File: src/rtl/divisor_secuencial_if.sv
// Handshake and operand/result bundle of the sequential divider.
// The master drives inicio and the operands; the slave (divider) returns the result and status.
interface divisor_secuencial_if #(
  parameter int N = 4
);
  logic         inicio;
  logic [N-1:0] dividendo;
  logic [N-1:0] divisor;
  logic [N-1:0] cociente;
  logic [N-1:0] resto;
  logic         listo;
  logic         fin;
  logic         div_cero;

  modport master (
    output inicio, dividendo, divisor,
    input  cociente, resto, listo, fin, div_cero
  );

  modport slave (
    input  inicio, dividendo, divisor,
    output cociente, resto, listo, fin, div_cero
  );
endinterface

File: src/rtl/divisor_secuencial.sv
// Unsigned restoring divider: one quotient bit per clock, N+2 cycles per operation.
// inicio is only accepted in REPOSO (listo=1); requests while busy are dropped without side effects.
module divisor_secuencial #(
  parameter int N = 4
) (
  input logic             clk,
  input logic             reset,
  divisor_secuencial_if.slave bus
);

  localparam int CW = $clog2(N + 1);

  typedef enum logic [1:0] {
    REPOSO  = 2'd0,
    CALCULA = 2'd1,
    FIN     = 2'd2
  } estado_t;

  estado_t       estado_q, estado_d;
  logic [N:0]    a_q, a_d;
  logic [N-1:0]  q_q, q_d;
  logic [N-1:0]  m_q, m_d;
  logic [CW-1:0] cnt_q, cnt_d;
  logic          div_cero_q, div_cero_d;

  logic          acepta;
  logic          divisor_nulo;
  logic          ultimo;
  logic [2*N:0]  aq_sh;
  logic [N:0]    a_sh;
  logic [N-1:0]  q_sh;
  logic [N:0]    t;
  logic          listo;
  logic          fin;

  assign acepta       = (estado_q == REPOSO) && bus.inicio;
  assign divisor_nulo = (bus.divisor == '0);
  assign ultimo       = (cnt_q == CW'(1));

  // One restoring step: shift {A,Q} left and trial-subtract the divisor.
  assign aq_sh = {a_q, q_q} << 1;
  assign a_sh  = aq_sh[2*N:N];
  assign q_sh  = aq_sh[N-1:0];
  assign t     = a_sh - {1'b0, m_q};

  // State register
  always_ff @(posedge clk or negedge reset) begin
    if (!reset) begin
      estado_q <= REPOSO;
    end else begin
      estado_q <= estado_d;
    end
  end

  // Next-state logic
  always_comb begin
    estado_d = estado_q;
    case (estado_q)
      REPOSO: begin
        if (acepta) begin
          estado_d = divisor_nulo ? FIN : CALCULA;
        end
      end
      CALCULA: begin
        if (ultimo) begin
          estado_d = FIN;
        end
      end
      FIN:     estado_d = REPOSO;
      default: estado_d = REPOSO;
    endcase
  end

  // Output logic
  always_comb begin
    listo = 1'b0;
    fin   = 1'b0;
    case (estado_q)
      REPOSO:  listo = 1'b1;
      FIN:     fin   = 1'b1;
      default: begin
        listo = 1'b0;
        fin   = 1'b0;
      end
    endcase
  end

  always_ff @(posedge clk or negedge reset) begin
    if (!reset) begin
      a_q        <= '0;
      q_q        <= '0;
      m_q        <= '0;
      cnt_q      <= '0;
      div_cero_q <= 1'b0;
    end else begin
      a_q        <= a_d;
      q_q        <= q_d;
      m_q        <= m_d;
      cnt_q      <= cnt_d;
      div_cero_q <= div_cero_d;
    end
  end

  always_comb begin
    a_d        = a_q;
    q_d        = q_q;
    m_d        = m_q;
    cnt_d      = cnt_q;
    div_cero_d = div_cero_q;
    case (estado_q)
      REPOSO: begin
        if (acepta) begin
          m_d = bus.divisor;
          if (divisor_nulo) begin
            // Division by zero: all-ones quotient, dividend left as remainder.
            a_d        = {1'b0, bus.dividendo};
            q_d        = '1;
            div_cero_d = 1'b1;
          end else begin
            a_d        = '0;
            q_d        = bus.dividendo;
            cnt_d      = CW'(N);
            div_cero_d = 1'b0;
          end
        end
      end
      CALCULA: begin
        if (!t[N]) begin
          a_d = t;
          q_d = q_sh | N'(1);
        end else begin
          a_d = a_sh;
          q_d = q_sh;
        end
        cnt_d = cnt_q - CW'(1);
      end
      default: begin
        a_d = a_q;
      end
    endcase
  end

  assign bus.cociente = q_q;
  assign bus.resto    = a_q[N-1:0];
  assign bus.listo    = listo;
  assign bus.fin      = fin;
  assign bus.div_cero = div_cero_q;

endmodule

File: src/flat_wrapper.sv
// flat-port wrapper written by rule: the top's interface ports become plain ports
module divisor_secuencial_flat 
#(
  parameter int N = 4
)
  (clk, reset, bus_inicio, bus_dividendo, bus_divisor, bus_cociente, bus_resto, bus_listo, bus_fin, bus_div_cero);
  divisor_secuencial_if #(.N(N)) bus_i ();
  input logic clk;
  input logic reset;
  input wire logic [$bits(bus_i.inicio)-1:0] bus_inicio;
  input wire logic [$bits(bus_i.dividendo)-1:0] bus_dividendo;
  input wire logic [$bits(bus_i.divisor)-1:0] bus_divisor;
  output wire logic [$bits(bus_i.cociente)-1:0] bus_cociente;
  output wire logic [$bits(bus_i.resto)-1:0] bus_resto;
  output wire logic [$bits(bus_i.listo)-1:0] bus_listo;
  output wire logic [$bits(bus_i.fin)-1:0] bus_fin;
  output wire logic [$bits(bus_i.div_cero)-1:0] bus_div_cero;
  assign bus_i.inicio = bus_inicio;
  assign bus_i.dividendo = bus_dividendo;
  assign bus_i.divisor = bus_divisor;
  assign bus_cociente = bus_i.cociente;
  assign bus_resto = bus_i.resto;
  assign bus_listo = bus_i.listo;
  assign bus_fin = bus_i.fin;
  assign bus_div_cero = bus_i.div_cero;
  divisor_secuencial #(.N(N)) u_core (.clk(clk), .reset(reset), .bus(bus_i));
endmodule
File: config.mk
export PLATFORM = sky130hd
export DESIGN_NAME = divisor_secuencial_flat
export DESIGN_NICKNAME = d
export VERILOG_FILES = /design/src/rtl/divisor_secuencial_if.sv /design/src/rtl/divisor_secuencial.sv /design/src/flat_wrapper.sv
export SDC_FILE = /design/constraint.sdc
export NUM_CORES = 1
export LEC_CHECK = 0
export CORE_AREA = 2 2 54 56
export DETAILED_ROUTE_END_ITERATION = 8
export DIE_AREA = 0 0 56 58
export GPL_TIMING_DRIVEN = 0
export PLACE_DENSITY = 0.74
export SETUP_SLACK_MARGIN = 0.5
export SLEW_MARGIN = 20
export SYNTH_ARGS = -nofsm -noshare
export SYNTH_HDL_FRONTEND = slang
export SYNTH_SLANG_ARGS = --single-unit
File: constraint.sdc
create_clock -name clk -period 3.5 [get_ports clk]
set_input_delay 0.7 -clock clk [delete_from_list [all_inputs] [get_ports clk]]
set_output_delay 0.7 -clock clk [all_outputs]
set_load 0.01 [all_outputs]
=== Word level (Yosys, flattened, before mapping) ===
Cells that the tools add are included.

* Add/sub/neg operators: 2
* Mux-type cells: 18
* Reduce and logical (&&, ||, !) cells: 8
* Equality and inequality tests: 6

{| class="wikitable"
|+ Operators by type and width
! kind !! count
|-
| 4-bit 2-to-1 mux || 5
|-
| 4-bit one-hot mux with 2 select lines || 2
|-
| 2-bit 2-to-1 mux || 3
|-
| 3-bit 2-to-1 mux || 2
|-
| 3-bit one-hot mux with 2 select lines || 1
|-
| 2-bit AND reduction || 3
|-
| 5-bit by 4-bit subtractor with 5-bit output || 1
|-
| 4-bit zero test || 1
|-
| 1-bit 2-to-1 mux || 4
|-
| 2-bit by 1-bit != test with 1-bit output (second input constant) || 2
|-
| 2-bit one-hot mux with 2 select lines || 1
|-
| 3-bit by 1-bit equality test with 1-bit output (second input constant) || 1
|-
| 3-bit AND reduction || 1
|-
| 3-bit by 1-bit subtractor with 3-bit output (second input constant) || 1
|-
| 2-bit by 1-bit equality test with 1-bit output (second input constant) || 1
|-
| 2-bit equality test (second input constant) || 1
|-
| 2-bit zero test || 1
|-
| 2-bit != test (second input constant) || 1
|-
| 2-bit nonzero test || 1
|-
| 1-bit logical AND || 1
|}

* Word-level logic and storage cells: 40
* Bits of input ports: 11
* Register bits: 18

=== Longest topological paths before layout ===
* Depth after elaboration: 4
* Depth in mapped cells: 9
* Depth with buffers taken out: 9

=== Worst setup path after synthesis ===
OpenSTA, ideal clock, no wires.

* Path type: register to register
* Start: reg u_core.q_q[3] (netlist: u_core.bus.cociente[3])
* End: reg u_core.a_q[1]
* Arrival time: 2.080 ns
* Setup time: 0.143 ns
* Cell stages (with the launch flop): 10
* Path slack: 1.277 ns
* Path through: dfrtp_1 -> inv_1 -> ha_1 -> inv_1 -> fa_1 -> a21o_1 -> a21oi_4 -> mux2_2 -> a32oi_1 -> a31oi_1

* Word-level cells in the longest chain between the ends: 3

{| class="wikitable"
|+ Ends and longest elaborated chain
! element !! RTL line !! source
|-
| start: declaration || divisor_secuencial.sv:21 || <nowiki>logic [N-1:0] q_q, q_d;</nowiki>
|-
| start signal: assignment || divisor_secuencial.sv:97 || <nowiki>q_q <= q_d;</nowiki>
|-
| 5-bit by 4-bit subtractor with 5-bit output || divisor_secuencial.sv:44 || <nowiki>assign t = a_sh - {1'b0, m_q};</nowiki>
|-
| 4-bit 2-to-1 mux || divisor_secuencial.sv:128 || <nowiki>if (!t[N]) begin</nowiki>
|-
| 4-bit one-hot mux with 2 select lines || divisor_secuencial.sv:110 || <nowiki>case (estado_q)</nowiki>
|-
| end signal: assignment || divisor_secuencial.sv:90 || <nowiki>a_q <= '0;</nowiki>
|-
| end signal: assignment || divisor_secuencial.sv:96 || <nowiki>a_q <= a_d;</nowiki>
|-
| end: declaration || divisor_secuencial.sv:20 || <nowiki>logic [N:0] a_q, a_d;</nowiki>
|}

No other way between the ends.
A chain may end at the register's enable or synchronous reset.

=== Final worst setup path ===
Same ends and word-level chain as after synthesis.

==> results.md <==
* Vias per inst at about 5.3
* Worst Hold Endpoint: u_core.cnt_q[0]
* Area leader, netlist: dfrtp_1
* Max Slew Vio Count at 0
* Share of the synthesized area in the top cell type at 42.7%
* Main flop type after synthesis: dfrtp_1
* Achievable Freq at 422 MHz
* RSZ-0062 raised after global routing: no
* Final instance area at 1340 µm²
* Net Count, Synth at approximately 130
* CP max FO at 4
* Crit. End Element: flip-flop
* Top Layer Used: met4
* Max VDD drop at about 460 µV
* Synthesized flop and latch total at 18
* Residual DRC at 0
* Core Region at roughly 2700 µm²
* Layout Nets at 159
* Clock latency on the worst-skew pair at about 0.30 ns
* Die H at slightly below 60 µm
* ANT nets after route at 0
* Met1 wire length at approximately 1.1 mm
* H-tree depth at 1
* Leak pwr at just under 0.6 nW
* Setup TNS Final at 0 ns
* Share of layout cells above drive strength 1 at roughly 7.1%
* # diodes at 0
* Crit path kind: reg2reg
* Yosys cell types at 34
* Setup Fix Bufs, Post-CTS at 0
* Pre-CTS setup slack at 1.08 ns
* R2R depth at 9
* PortBufs at 21
* Boundary Pins at 22
* FF-to-FF End: u_core.a_q[1]
* Wire per inst at approximately 14 µm
* Required time at the worst-slack endpoint at about 3.7 ns
* Relative slew margins at between 40 and 50%
* Die W at ~56 µm
* Net Sw Frac at ~42%
* Cts bufs inserted at 3
* Iteration count of the initial detailed-routing pass at 4
* Largest net degree at the start of global routing at 19
* Synth Cell Area at about 1100 µm²
* Die ar. at 3250 µm²
* Crit share post-route at between 60% and 70%
* Combinational power share at 62.0%
* First-pass GRT wire length at 4.17 mm
* Final Skew at 0.00160 ns
* CTS root buf: clkbuf_4
* Reg power frac at about 28%
* Placed wire-length estimate at 1.80 mm
* Top post-synthesis cells by area: dfrtp_1 (43%), ha_1 (7.1%), nand2_1 (5.7%), o21ai_0 (5.2%), nor2_1 (4.3%)
* Iter 0 DRT Violations at 15
* Seq/Total Area, Yosys at a little over two fifths
* Routed wire length at 2.33 mm
* Wire length on met3 at about 110 µm
* R2R Setup Slk at about 1.1 ns
* Psw at 589 µW
* Most frequent cell after synthesis: dfrtp_1
* Yosys warnings at 0
* Vias in the first global route at approximately 950
* Clk pin slew, worst setup/hold paths at approximately 0.11 ns
* Internal at about 800 µW
* Initial antenna violation count at 0
* GRT overflow at 0
* Worst-Margin Slew at 0.843 ns
* Post_cts resized at 0
* Fraction of registers with async set/reset at 100%
* Std cell rows at 19
* Avg Cell Area, Syn at roughly 9.2 µm²
* GPL Wtd Cong at between 0.7 and 0.8
* Final setup viols at 0
* Initial Util at approximately two fifths
* Maxcap violations at 0
* # hold bufs at CTS at 0
* Gate Count Post-Synth at between 100 and 150
* CTS tree: done
* Critical Path AT at roughly 2.5 ns
* Maximum root-to-sink buffer count at 2
* Power per Cell Area at 1040 nW/µm²
* P&R area growth vs syn at 27.0%
* CP startpoint kind: flip-flop
* Final Hold Fails at 0
* Vias after detailed routing at about 910
* Setup WS post-layout at around 1.1 ns
* Clock share of power at about a tenth
* Hold Path Stages at 1
* Total GRT Usage at 16.3%
* Synth cell count leaders: dfrtp_1 (18), nand2_1 (16), nor2_1 (12)
* Worst hold path type: reg2reg
* Post-synth EDFFs at 0
* Placed inst area at 1310 µm²
* TritonCTS Sinks at 18
* DR WL met2 at around 1.1 mm
* Outcome: completed
* Worst R2R Start: u_core.bus.cociente[3]
* Final Util at about half
* Min-Delay Startpoint: u_core.cnt_q[0]
* Tmin final at between 2 and 2.5 ns
[metal layers]
layer  up-vias  global-route usage [%]
met2        26                    28.9
met4         0                    4.08
met3         4                    2.68
li1        446                       -
met5         -                       0
met1       436                    20.8
[area by class of cell]
type | count | area, µm²
plain buffers | 4 | 16.3
clock buffers | 4 | 36.3
fillers | 259 | 1320
inverters | 8 | 30.0
multi-input cells | 85 | 559
flip-flops and latches | 18 | 450
well taps | 31 | 38.8
repair buffers | 21 | 210
[cells in the final DEF, fill, tap and decap left out, types with 2 or more instances in the layout]
master	count
a21oi_1	4
a31oi_1	2
and3_1	2
clkbuf_1	3
clkbuf_4	3
clkdlybuf4s50_1	21
dfrtp_1	18
ha_1	6
inv_1	8
mux2_2	2
mux2i_1	3
nand2_1	16
nand3b_1	2
nor2_1	12
nor2b_1	3
o21ai_0	11
o22ai_1	2
or3_1	2
xor2_1	2
[worst max path at each step]
stage	start	end	slack, ns	cells after the start
floorplan	u_core.bus.cociente[3]	u_core.a_q[1]	1.28	9
global route	u_core.bus.cociente[3]	u_core.a_q[1]	0.99	9
detailed placement	bus_divisor[3]	u_core.a_q[2]	1.08	5
finish	u_core.bus.cociente[3]	u_core.a_q[1]	1.13	9
CTS	u_core.bus.cociente[3]	u_core.a_q[1]	1.11	9
global placement	bus_divisor[3]	u_core.a_q[2]	1.03	5
[power groups by stage]
stage	Clock, mW	Sequential (mW)	Combinational (mW)
after global placement	0	0.396	0.832
after detailed placement	0	0.400	0.865
final	0.133	0.396	0.861
after global routing	0.144	0.411	0.970
after floorplan	0	0.405	0.591
after CTS	0.135	0.397	0.870
[critical path, stage by stage, from the launching register on]
cell and delay [ns]:
dfrtp_1 0.41, inv_1 0.08, ha_1 0.17, inv_1 0.06, fa_1 0.39, a21o_1 0.20, a21oi_4 0.25, mux2_2 0.37
a32oi_1 0.19, a31oi_1 0.11
[flip-flops by register name, indices dropped and copies added (netlist names)]
signal               flops
u_core.bus.div_cero      1
u_core.estado_q          2
u_core.cnt_q             3
u_core.bus.cociente      4
u_core.a_q               4
u_core.m_q               4
[per-stage QoR]
stage	hold WS, ns	std cells	total power [mW]
after floorplan	0.404	115	0.996
after global placement	0.490	167	1.23
after detailed placement	0.498	167	1.27
after CTS	0.519	171	1.40
after global routing	0.535	171	1.52
final	0.517	171	1.39
[kinds of logic (layout without fill, tap and decap cells)]
kind of cell,count (synthesis),count (layout),share of synthesized area [%]
xor gates and xnor gates,4,4,4.03
buffers and inverters,12,37,4.38
and+or+nand+nor,43,43,19.1
AOI/OAI and AO/OA,26,26,15.9
muxes,5,5,4.98
DFF,18,18,42.7
adders and majority gates,7,7,9.00
Note: power is estimated with default switching activity, not from simulation.
==> variant, RTL diff (config.mk and constraints unchanged) <==
Encoding of `estado_t`: now one-hot (3 bits for 3 values).
--- a/src/rtl/divisor_secuencial.sv
+++ b/src/rtl/divisor_secuencial.sv
@@ -10,10 +10,10 @@
 
   localparam int CW = $clog2(N + 1);
 
-  typedef enum logic [1:0] {
-    REPOSO  = 2'd0,
-    CALCULA = 2'd1,
-    FIN     = 2'd2
+  typedef enum logic [2:0] {
+    REPOSO  = 3'b001,
+    CALCULA = 3'b010,
+    FIN     = 3'b100
   } estado_t;
 
   estado_t       estado_q, estado_d;
Check against the original RTL: no difference found for any inputs over 10 cycles, from zero or initial values and one cycle with reset low; not proved beyond that.
==> variant against the unedited design <==
- sequential cell count grew 1
- worst setup slack lost 0.14 ns
- power shrank 5.6%
- sequential share of layout area shrank 1.4 points
- cell count grew 0.58%
- sequential power grew 6.1%
- synthesized area grew 14%
- final area grew 10%
- wire length grew 13%
- combinational power shrank 9.1%
- critical path type is now reg2out
- critical endpoint is now bus_listo
==> variant: results (changes against the unedited design) <==
[outcome]
outcome=finished, final reports clean

[synth]
yosys-top-cells-area=sky130_fd_sc_hd__dfrtp_1 37%, sky130_fd_sc_hd__ha_1 6.2%, sky130_fd_sc_hd__a21oi_1 3.7%
mappedNetlistNets=134  ; +0.75%
synth_seq_area_share_pct=39.6  ; -3.1 points
yosysUniqueCellTypes=47  ; +38%
synthCells=116  ; +0.87%
synth_top_cells_by_count=18 x sky130_fd_sc_hd__dfrtp_1, 9 x sky130_fd_sc_hd__a21oi_1, 9 x sky130_fd_sc_hd__inv_1, 7 x sky130_fd_sc_hd__o21ai_0
postSynth.asyncResetShare_pct=100  ; unchanged
synthesis_warning_total=0  ; unchanged

[route]
drt-initial-drc-count=32  ; +17
sum_of_met3_wire_segment_lengths_after_detailed_routing_um=113  ; +3.7%
dr_pass1_iterations=4  ; unchanged
wl_met1_um=1240  ; +17%
wl_met2_um=1270  ; +12%
route.vias.total=1013  ; +11%
routedWlPerCell_um=15.3  ; +12%
vias_per_cell=5.89  ; +10%

[placement]
numPlacedInstances=168  ; +0.60%
dp_hpwl_um=2060  ; +15%
place.port_buffers=21  ; unchanged
gp_routability_congestion=0.787  ; +0.24%

[min_path]
worst_hold_path_type=reg2reg
hold_path_depth=2  ; +1

[critical_path]
crit_path_max_fanout=6  ; +2
worst-endpoint-arrival_ns=1.81  ; -0.72 ns
reg2regPathDepth=8  ; -1

[clock_network]
maximum_number_of_buffers_from_clock_root_to_sink=2  ; unchanged
postCtsResizedCells=0  ; unchanged
tritoncts.num_buffers=3  ; unchanged
root_buf_cell=sky130_fd_sc_hd__clkbuf_4
cts-htree-levels=1  ; unchanged
clkSlewWorstSetupHoldPaths_ns=0.11  ; about the same
clock_insertion_delay_at_the_later_pin_of_the_skew_report_ns=0.29

[final_layout]
filler_cell_count_in_the_final_layout=242  ; -6.6%
final_net_count=160  ; +0.63%
antennaDiodeCount=0  ; unchanged
final_layout_size_suffix_gt1_share_pct=14.2  ; +7.0 points

[global_routing]
grt_max_degree=20  ; +1
grt_util_all_layers_pct=17.4  ; +1.1 points
grt_pass1_wl_um=4400  ; +5.5%
grt_antenna_before_repair=0  ; unchanged
first_global_vias=964  ; +2.0%

[power]
power.internal_w=0.000739  ; -7.7%
leakage_component_of_the_power_nw=0.608  ; +2.3%
vdd_ir_drop_max_mv=0.511  ; +10%

[timing]
tightest_slew_ns=0.844  ; +0.000185 ns
timing.clock.skew_ns=0.00841  ; +0.00681 ns

-- variant: cell type report --
type,count,area [um^2],area share [%]
multi-input combinational,86,677,45.7
clock buffer,4,26.3,1.78
tap,31,38.8,2.62
inverter,10,40.0,2.70
buffer,1,11.3,0.761
timing repair buffer,21,210,14.2
sequential,19,477,32.2
-- variant: kinds of logic (layout without fill, tap and decap cells) --
group | count (synthesis) | count (layout) | share of synthesized area, %
xor+xnor | 1 | 1 | 0.727
compound gates | 37 | 37 | 22.7
mux | 6 | 6 | 5.40
simple gates | 35 | 35 | 19.4
fa+ha+maj | 7 | 7 | 7.89
flops | 19 | 19 | 39.6
buf+inv | 11 | 36 | 4.26
-- variant: power by group through the flow --
stage          logic [W]  registers (W)  clock network, W
6_report        0.000783       0.000420          0.000109
5_1_grt         0.000863       0.000434          0.000122
4_1_cts         0.000783       0.000417          0.000113
3_5_place_dp    0.000776       0.000422                 0
3_3_place_gp    0.000755       0.000416                 0
2_1_floorplan   0.000524       0.000418                 0
-- variant: final timing paths --
| kind | startpoint | to | slack [ns] |
|---|---|---|---|
| min in group asynchronous | reset | u_core.estado_q[1] | 0.88 |
| max reg2reg | u_core.bus.cociente[3] | u_core.a_q[1] | 1.36 |
| min reg2reg | u_core.bus.div_cero | u_core.bus.div_cero | 0.51 |
| min | u_core.bus.div_cero | u_core.bus.div_cero | 0.51 |
| max in group asynchronous | reset | u_core.m_q[3] | 2.10 |
| max | u_core.estado_q[0] | bus_listo | 0.99 |
-- variant: worst max-delay path, stage by stage, from the launching register on --
cell                              delay [ns]
sky130_fd_sc_hd__dfstp_2                0.62
sky130_fd_sc_hd__nor3b_2                0.30
sky130_fd_sc_hd__clkdlybuf4s50_1        0.59
-- variant: metal layers --
metal | vias up | track usage, %
li1 | 491 | -
met1 | 495 | 22.1
met2 | 25 | 29.9
met3 | 2 | 5.13
met4 | 0 | 3.40
met5 | - | 0
-- variant: metrics by stage --
| stage | hold slack, ns | worst slack, ns | area (um^2) |
|---|---|---|---|
| 3_3_place_gp | 0.470 | 1.10 | 1450 |
| 3_5_place_dp | 0.486 | 1.07 | 1450 |
| 5_1_grt | 0.543 | 0.913 | 1480 |
| 6_report | 0.509 | 0.992 | 1480 |
| 2_1_floorplan | 0.404 | 1.55 | 1200 |
| 4_1_cts | 0.520 | 0.979 | 1480 |
